`src/rtl/intr_ctrl.sv`:
```
// Interrupt controller: 8 edge-detected lines, fault/syscall entry,
// priority select, vector generation and double-fault halt.
module intr_ctrl #(
    parameter int VEC_STRIDE = 4
) (
    input  logic        clk,
    input  logic        reset,
    input  logic [7:0]  irq_in,
    input  logic        fault_in,
    input  logic        syscall,
    input  logic        reti,
    input  logic        ack,
    input  logic        cfg_we,
    input  logic [1:0]  cfg_addr,
    input  logic [15:0] cfg_wdata,
    output logic [15:0] cfg_rdata,
    output logic        irq_r,
    output logic        fault_r,
    output logic [15:0] vector,
    output logic [3:0]  cause,
    output logic        in_service,
    output logic        halt
);

    typedef enum logic [1:0] {
        IDLE    = 2'd0,
        PENDING = 2'd1,
        SERVICE = 2'd2,
        HALTED  = 2'd3
    } state_t;

    state_t      state;
    state_t      state_nxt;
    logic [7:0]  mask;
    logic [7:0]  pending;
    logic [7:0]  irq_prev;
    logic [15:0] vbase;
    logic        ie;

    logic [3:0]  cause_nxt;
    logic        fault_nxt;
    logic        take_ack;
    logic [7:0]  rise;
    logic [7:0]  w1c;
    logic [7:0]  ack_clr;
    logic [7:0]  pend_w1c;
    logic [7:0]  eligible;
    logic        any_elig;
    logic [2:0]  sel;

    // A halted core no longer latches new requests.
    assign rise     = (state == HALTED) ? 8'h00 : (irq_in & ~irq_prev);
    assign w1c      = (cfg_we && cfg_addr == 2'd3) ? cfg_wdata[7:0] : 8'h00;
    assign pend_w1c = (pending & ~w1c) | rise;
    assign eligible = pending & mask;
    assign any_elig = |eligible;
    assign ack_clr  = take_ack ? (8'h01 << sel) : 8'h00;

    always_comb begin
        sel = 3'd0;
        for (int i = 7; i >= 0; i--) begin
            if (eligible[i]) sel = 3'(i);
        end
    end

    always_ff @(posedge clk) begin
        if (reset) begin
            state <= IDLE;
        end else begin
            state <= state_nxt;
        end
    end

    always_comb begin
        state_nxt = state;
        cause_nxt = cause;
        fault_nxt = 1'b0;
        take_ack  = 1'b0;
        unique case (state)
            IDLE, PENDING: begin
                if (fault_in) begin
                    state_nxt = SERVICE;
                    cause_nxt = 4'd8;
                    fault_nxt = 1'b1;
                end else if (syscall) begin
                    state_nxt = SERVICE;
                    cause_nxt = 4'd9;
                    fault_nxt = 1'b1;
                end else if (state == PENDING && ack && any_elig) begin
                    state_nxt = SERVICE;
                    cause_nxt = {1'b0, sel};
                    take_ack  = 1'b1;
                end else if (state == IDLE && ie && any_elig) begin
                    state_nxt = PENDING;
                end else if (state == PENDING &&
                             (!ie || (pend_w1c & mask) == 8'h00)) begin
                    // Withdraw as soon as the request is cleared at this edge.
                    state_nxt = IDLE;
                end
            end
            SERVICE: begin
                if (fault_in && reti) begin
                    cause_nxt = 4'd8;
                    fault_nxt = 1'b1;
                end else if (fault_in) begin
                    state_nxt = HALTED;
                end else if (reti) begin
                    state_nxt = IDLE;
                end
            end
            HALTED: begin
                state_nxt = HALTED;
            end
        endcase
    end

    always_ff @(posedge clk) begin
        if (reset) begin
            mask     <= 8'h00;
            vbase    <= 16'h0000;
            ie       <= 1'b0;
            pending  <= 8'h00;
            irq_prev <= 8'h00;
            cause    <= 4'd0;
            fault_r  <= 1'b0;
        end else begin
            irq_prev <= irq_in;
            pending  <= (pending & ~(w1c | ack_clr)) | rise;
            cause    <= cause_nxt;
            fault_r  <= fault_nxt;
            if (cfg_we) begin
                unique case (cfg_addr)
                    2'd0: mask  <= cfg_wdata[7:0];
                    2'd1: vbase <= cfg_wdata;
                    2'd2: ie    <= cfg_wdata[0];
                    2'd3: ;
                endcase
            end
        end
    end

    always_comb begin
        irq_r      = (state == PENDING);
        in_service = (state == SERVICE);
        halt       = (state == HALTED);
        vector     = vbase + (16'(cause) * 16'(VEC_STRIDE));
        cfg_rdata  = 16'h0000;
        unique case (cfg_addr)
            2'd0: cfg_rdata = {8'h00, mask};
            2'd1: cfg_rdata = vbase;
            2'd2: cfg_rdata = {15'h0000, ie};
            2'd3: cfg_rdata = {state, 2'b00, cause, pending};
        endcase
    end

endmodule

```
`config.mk`:
```
export PLATFORM = sky130hd
export DESIGN_NAME = intr_ctrl
export DESIGN_NICKNAME = d
export VERILOG_FILES = /design/src/rtl/intr_ctrl.sv
export SDC_FILE = /design/constraint.sdc
export NUM_CORES = 1
export LEC_CHECK = 0
export CORE_MARGIN = 5
export CORE_UTILIZATION = 35
export CTS_BUF_LIST = sky130_fd_sc_hd__clkbuf_2
export CTS_CLUSTER_DIAMETER = 150
export DETAILED_ROUTE_END_ITERATION = 6
export RECOVER_POWER = 50
export SLEW_MARGIN = 20
export SYNTH_ARGS = -nofsm -noshare
export SYNTH_HDL_FRONTEND = slang
export SYNTH_SLANG_ARGS = --single-unit
```
`constraint.sdc`:
```
create_clock -name clk -period 2.4 [get_ports clk]
set_input_delay 0.24 -clock clk [delete_from_list [all_inputs] [get_ports clk]]
set_output_delay 0.24 -clock clk [all_outputs]
set_load 0.03 [all_outputs]
```
Yosys cells after proc, flatten, opt, wreduce, memory -nomap -nowiden
Cells that the tools add are included.
- flip-flop bits (word level): 48
- output and inout port bits: 40
- word-level logic and storage cells: 86
- add/sub/neg operators: 1
- equality and inequality tests: 11
- shift operators: 1
- muxes and demuxes: 34
- bitwise gates (word level): 11
- reduce and logical (&&, ||, !) cells: 20
- operator list (operator ; number):
    $pmux 16 s4 ; 1
    $and 8x8->8 ; 5
    $mux 3 ; 8
    $mux 8 ; 3
    $not 8->8 ; 3
    $or 8x8->8 ; 3
    $add 16x6->16 ; 1
    $mux 2 ; 8
    $mux 4 ; 4
    $eq 2x2->1 const B ; 4
    $logic_not 8->1 ; 1
    $pmux 4 s2 ; 1
    $reduce_or 8->1 ; 1
    $shl 1x3->8 const A ; 1
    $logic_and 1x1->1 ; 7
    $mux 1 ; 7
    $ne 6x6->1 const B ; 1
    $pmux 2 s3 ; 1
    $reduce_and 2->1 ; 3
    $reduce_and 3->1 ; 2
    $eq 2x1->1 const B ; 2
    $logic_not 2->1 ; 2
    $ne 4x4->1 const B ; 1
    $ne 3x3->1 const B ; 1
    7 further kinds ; 7

Depth between registers and ports, before layout
Gate-level depths: netlist of run 1.
- depth in word-level cells: 16
- gate-level depth with buffers: 8
- depth with buffers taken out: 8

Worst setup path before layout of run 1
OpenSTA, ideal clock, no wires.
- path kind: reg-to-output
- from: register cause[0]
- to: output port vector[14]
- data arrival time: 2.215 ns
- required time: 2.160 ns
- setup slack: -0.055 ns
- cell stages (with the launch flop): 9
- buffers on the path: 0
- cell sequence: dfxtp_1 > ha_1 > inv_1 > fa_1 > inv_1 > a21o_1 > a21oi_1 > and4bb_1 > xor2_1
- word-level cells in the longest chain between the ends: 1
- RTL lines (what ; line ; text):
    start, declared ; 20 ; output logic [3:0] cause,
    start signal, assigned ; 129 ; cause <= cause_nxt;
    $add 16x6->16 ; 146 ; vector = vbase + (16'(cause) * 16'(VEC_STRIDE));
    end, declared ; 19 ; output logic [15:0] vector,
No other way between the ends.

Worst setup path in the final report of run 1
- from: register vbase[2]
- to: output port vector[14]
- word-level cells in the longest chain between the ends: 1
- RTL lines (what ; line ; text):
    start, declared ; 37 ; logic [15:0] vbase;
    start signal, assigned ; 134 ; 2'd1: vbase <= cfg_wdata;
    $add 16x6->16 ; 146 ;
No other way between the ends.

==> metrics.txt, run 1 <==
Power per Cell Area=423 mW/mm^2; Die W=between 100 and 150 um; CP Cell Sequence=ha_4 -> inv_2 -> fa_2 -> inv_1 -> a21o_1 -> a21oi_4 -> and4bb_1 -> xor2_2 -> buf_6; # clock sinks=48; Die Y=around 100 um; Crit Reg-Reg Startpoint=state[0]$_SDFFE_PP0P_; Total GRT Usage=0.187; Slew @ Worst Pin=roughly 0.93 ns; vias post-DR=roughly 2900; Hold Crit Class=in -> reg; fill count=851; Initial Util=0.352; Max Fclk=between 300 and 400 MHz; RSZ-0062 raised after global routing=yes; initial antenna violation count=0; via density per instance=between 5 and 6; final-report setup violation count=9; crit path capture type=primary output; post-synthesis sequential area ratio=0.337; final slew viol count=0; VDD IR max=0.183 mV; Core Region=between 0.008 and 0.009 mm^2; DR WL/cell=17.4 um; Tmin final=2.50 ns; Boundary Pins=73; asr flop ratio synth=0; period utilisation layout=1.04; root buffer cell=clkbuf_2; die area=about 0.010 mm^2; sum of negative setup slack=-0.383 ns; first-pass GRT wire length=approximately 14 mm; Routed Wire Length=9.40 mm; R2R cell count=4; WP data arrival=roughly 2.3 ns; antenna-violating nets left=0; dpl hpwl=approximately 7.2 mm; CTS Buf Count=5; top cells by area, synth=dfxtp_1 (34%), nand2_1 (8.7%), mux2i_1 (7.0%); min setup slack post-route=-0.101 ns; FF/Latch Area=970 um^2; vias in the first global route=~2700; maximum fanout along the worst path=4; Hold Fails Final Rpt=0; status=finished, violations left; minimum hold slack=about 0.33 ns; IO Port Bufs=just over 70; Post-Syn Area=roughly 0.0028 mm^2; flop-to-flop setup slack=around 0.3 ns; fraction of layout cells with a size suffix above 1=0.181; Post-synth top flop=dfxtp_1; Worst Skew=approximately 0.021 ns; Yosys top cell area share=0.337; Clock transition at path regs=around 0.22 ns; antenna fix cells=0; max_cap viols=0; crit path launch type=register; CP required=roughly 2.2 ns; Hold Path Sink=vbase[12]$_SDFFE_PP0P_; reg2reg end=pending[6]$_SDFF_PP0_; Critical Path Max Stage Delay=approximately 0.4 ns; Clk Latency, worst-skew pair=between 0.4 and 0.5 ns; # H-tree levels=2; warnings from Yosys=0; Detailed Routing Iterations Pass 1=4; EDFF count, synth=0; CTS tree=yes; placed insts=~530; post-synth cell types=52; critical path class=reg -> out; row count=33; Hold Startpoint=cfg_wdata[12]; Post-route DRC=0; Syn Inst Count=354; cell depth of the worst hold path=3; nets@finish=474; Rel. slew slack=0.378; syn_area_per_cell=8.05 um^2; Iteration-0 DRC Markers=about 200; LEAKAGE=between 1.5 and 2 nW; grt ovf=0; Layout area overhead=32.3%; Synth area leader=dfxtp_1; Synth Net Count=roughly 390; clk buf depth=2; multi-input logic area=~0.0017 mm^2; failing checks=setup timing; slowest CP cell=dfxtp_2; GPL Wtd Cong=approximately 0.92; pin count of the biggest net entering global routing=27; Power Total=roughly 1.6 mW; hold_buf cts=0; #FFs+latches synth=48; final cell count without fillers=about 540
Yosys cell counts, drive strengths merged, types with 8 or more instances:
cell type	count
a21oi	34
buf	12
nor2b	24
nand3b	9
nand2	66
clkbuf	10
inv	11
mux2i	20
a31oi	8
o21ai	12
nor2	27
dfxtp	48
worst max-delay path by stage:
| stage | from | endpoint | cells after the start |
|---|---|---|---|
| floorplan | cause[0]$_SDFFE_PP0P_ | vector[10] | 8 |
| global placement | cfg_addr[0] | cfg_rdata[0] | 3 |
| detailed placement | cfg_addr[0] | cfg_rdata[0] | 3 |
| CTS | cause[0]$_SDFFE_PP0P_ | vector[14] | 9 |
| global route | vbase[2]$_SDFFE_PP0P_ | vector[14] | 9 |
| finish | vbase[2]$_SDFFE_PP0P_ | vector[14] | 9 |
worst max-delay path, delay by kind of cell (launching register included):
family,cells,cell delay (ns)
compound gates,2,0.23
xor+xnor,1,0.16
fa+ha+maj,2,0.50
buf+inv,3,0.24
flops,1,0.41
simple gates,1,0.30
registers in the layout, summed over array words and instances, names as in the netlist:
signal and flops:
vbase 16, irq_prev 8, mask 8, pending 8, cause 4, state 2
fault_r 1, ie 1
area by class of cell:
cell class                 instances  share of cell area
inverter                          11              0.0110
tap                              105              0.0349
clock buffer                       6             0.00797
multi-input combinational        273               0.463
clock inverter                     1             0.00133
timing repair buffer              97               0.225
sequential                        48               0.257
report_power, final:
group | internal, mW | switching [mW] | total (mW)
combinational | 0.173 | 0.202 | 0.375
sequential | 0.837 | 0.0534 | 0.891
clock | 0.0693 | 0.260 | 0.329
metrics by stage:
stage / setup slack [ns] / utilization / cell area, um^2
floorplan: 0.0196 / - / 2860
global placement: 0.207 / 0.450 / 3640
detailed placement: 0.186 / 0.450 / 3640
CTS: -0.142 / 0.460 / 3720
global route: -0.220 / 0.466 / 3770
finish: -0.101 / 0.466 / 3770
metal layers:
layer / share of wire / GRT usage / up-vias
li1: - / - / 1387
met1: 0.46 / 0.263 / 1375
met2: 0.47 / 0.296 / 103
met3: 0.064 / 0.0375 / 9
met4: 0.0093 / 0.0404 / 0
met5: 0 / 0 / -
placed cells by master (no fill, tap or decap), drive strengths merged, types with 4 or more instances in the layout:
cell type and count:
nand2 66, buf 48, dfxtp 48, clkdlybuf4s50 41, a21oi 34, nor2 27
nor2b 24, mux2i 20, o21ai 12, inv 11, nand3b 9, clkbuf 9
a31oi 8, xor2 7, a22oi 7, nand3 5, xnor2 5, a22o 5
nand2b 4, and2 4, ha 4
timing repair:
item                       CTS  global route
setup buffers                2             6
pin swaps                    5            12
resized for setup           14            17
setup endpoints to repair   14            12
cell families (layout without fill, tap and decap cells):
family          after synthesis  count (layout)  synth area share
flops                        48              48             0.337
buf+inv                      33             115            0.0654
compound gates               81              81             0.186
xor+xnor                     12              12            0.0369
mux                          21              21            0.0782
fa+ha+maj                     5               5            0.0246
simple gates                154             154             0.271
No activity file was read; power rests on OpenSTA's default activity.
==> run 2, diff against run 1 <==
Settings changed: SLEW_MARGIN 20 to default.
==> results of run 2 <==
The final DEF is identical to that of run 1; final timing and power are the same.
==> run 3, diff against run 2 <==
Settings changed: CORE_UTILIZATION 35 to 51, PLACE_DENSITY from default to 0.83.
==> run 3 against run 2 <==
Against the previous run:
- maximum frequency increased by 0.54%
- hold slack improved by 0.013 ns
- critical path depth unchanged
- clock-buffer cell count unchanged
- the run still ends with setup timing left
- sequential share of layout area increased by 0.89 points
- non-clock buffer count decreased by 6
- sequential power about the same
- first-iteration DRC count decreased by 2.0%
==> metrics.txt, run 3 (synthesized netlist as in run 1, its figures left out) <==
sum of negative setup slack=-0.180 ns; Hold Crit Class=in -> reg; cell depth of the worst hold path=3; first-pass GRT wire length=14.2 mm; Tmin final=between 2 and 2.5 ns; min setup slack post-route=-0.0873 ns; number of buffers and inverters on the critical path=3; antenna-violating nets left=0; via density per instance=around 5.7; Largest register FFs=16; fin util=0.666; Power Total=1.58 mW; Layout area overhead=28.0%; Crit Reg-Reg Startpoint=state[0]$_SDFFE_PP0P_; failing checks=setup timing; clk buf depth=2; maximum fanout along the worst path=5; antenna fix cells=0; most frequent cells in the layout=nand2_1 (66), dfxtp_1 (42), clkdlybuf4s50_1 (42), buf_4 (38), a21oi_1 (32); critical path class=reg -> out; most common cell after layout, fill and taps aside=nand2_1; Die W=84.7 um; Hold Fails Final Rpt=0; status=finished, violations left; vias post-DR=between 2000 and 3000; Placement Setup Slack=approximately 0.15 ns; vias in the first global route=roughly 2700; R2R cell count=5; hold_buf cts=0; Clock transition at path regs=around 0.24 ns; die area=0.00718 mm^2; CP dominant cell by count=inv_2; CP Cell Sequence=ha_4 -> inv_2 -> fa_2 -> inv_2 -> a21o_1 -> a21oi_4 -> and4bb_1 -> xor2_2 -> buf_6; Post-route DRC=0; CTS tree=yes; period utilisation layout=1.04; LEAKAGE=around 1.5 nW; Worst Setup EP=vector[14]; Critical Path Start=cause[0]$_SDFFE_PP0P_; slowest CP cell=dfxtp_2; Top reg by flops=vbase; Max Fclk=402 MHz; Die Y=roughly 85 um; Core Region=~0.0055 mm^2; Iteration-0 DRC Markers=just under 200; VDD IR max=~0.28 mV; WP data arrival=about 2.3 ns; final-report setup violation count=6; Routed Wire Length=just under 9 mm; Slew @ Worst Pin=a little under 1 ns; dpl hpwl=around 6.7 mm; RSZ-0062 raised after global routing=yes; Rel. slew slack=0.347; Boundary Pins=73; final cell count without fillers=502; # H-tree levels=2; # clock sinks=between 40 and 50; fraction of layout cells with a size suffix above 1=0.167; Initial Util=0.521; IO Port Bufs=~70; Clk Latency, worst-skew pair=~0.42 ns; CP required=around 2.2 ns; nets@finish=approximately 470; Worst Skew=0.0132 ns; row count=27; WP depth=9; DR WL/cell=roughly 17 um; Power per Cell Area=434 mW/mm^2; crit path launch type=register; final slew viol count=0; crit path capture type=primary output; initial antenna violation count=0; Critical Path Max Stage Delay=0.41 ns; reg2reg end=cause[0]$_SDFFE_PP0P_; placed insts=493; delay-heaviest family, CP=adder cells; pin count of the biggest net entering global routing=24; GPL Wtd Cong=approximately 0.95; CTS Buf Count=5; grt ovf=0; Total GRT Usage=0.243; Detailed Routing Iterations Pass 1=5; flop-to-flop setup slack=roughly 0.4 ns; root buffer cell=clkbuf_2; max_cap viols=0
run 3: final cells by class:
cell class / count / area [um^2]
Fill cell: 499 / 1830
Multi-Input combinational cell: 273 / 1720
Sequential cell: 48 / 971
Timing Repair Buffer: 91 / 792
Tap cell: 72 / 90.1
Inverter: 11 / 41.3
Clock buffer: 6 / 30.0
Clock inverter: 1 / 5.00
run 3: worst min-delay path by stage:
stage                              to  slack (ns)             startpoint
2_1_floorplan   state[1]$_SDFFE_PP0P_        0.37               fault_in
6_report       vbase[12]$_SDFFE_PP0P_        0.34          cfg_wdata[12]
3_3_place_gp    vbase[0]$_SDFFE_PP0P_        0.46  vbase[0]$_SDFFE_PP0P_
5_1_grt        irq_prev[2]$_SDFF_PP0_        0.33              irq_in[2]
3_5_place_dp    vbase[1]$_SDFFE_PP0P_        0.47  vbase[1]$_SDFFE_PP0P_
4_1_cts        vbase[12]$_SDFFE_PP0P_        0.33          cfg_wdata[12]
run 3: per-stage QoR:
step           area [um^2]  hold slack, ns
4_1_cts               3650           0.327
2_1_floorplan         2860           0.367
5_1_grt               3650           0.326
6_report              3650           0.340
3_5_place_dp          3600           0.471
3_3_place_gp          3600           0.459
run 3: tightest hold or removal path, delay by kind of cell:
family | cells | cell delay (ns)
buffers and inverters | 1 | 0.39
AND/OR/NAND/NOR | 1 | 0.05
AO/OA/AOI/OAI | 1 | 0.05
run 3: metal layers:
layer	track usage	share of wire	vias to the layer above	wire, um
met2	0.419	0.48	128	4160
met1	0.315	0.43	1354	3690
met3	0.0481	0.081	11	697
met4	0.0475	0.011	0	99
li1	-	-	1371	-
met5	0	0	-	0
run 3: where the power goes:
group / switching, mW / internal (mW)
sequential: 0.0515 / 0.838
combinational: 0.198 / 0.169
clock: 0.256 / 0.0695
total: 0.506 / 1.08
run 3: repair_timing:
action / in CTS / in global routing
endpoints found under the setup margin: 13 / 11
pin swaps: 2 / 4
resized for setup: 10 / 13
buffers inserted: 0 / 2
gates cloned: 0 / 0
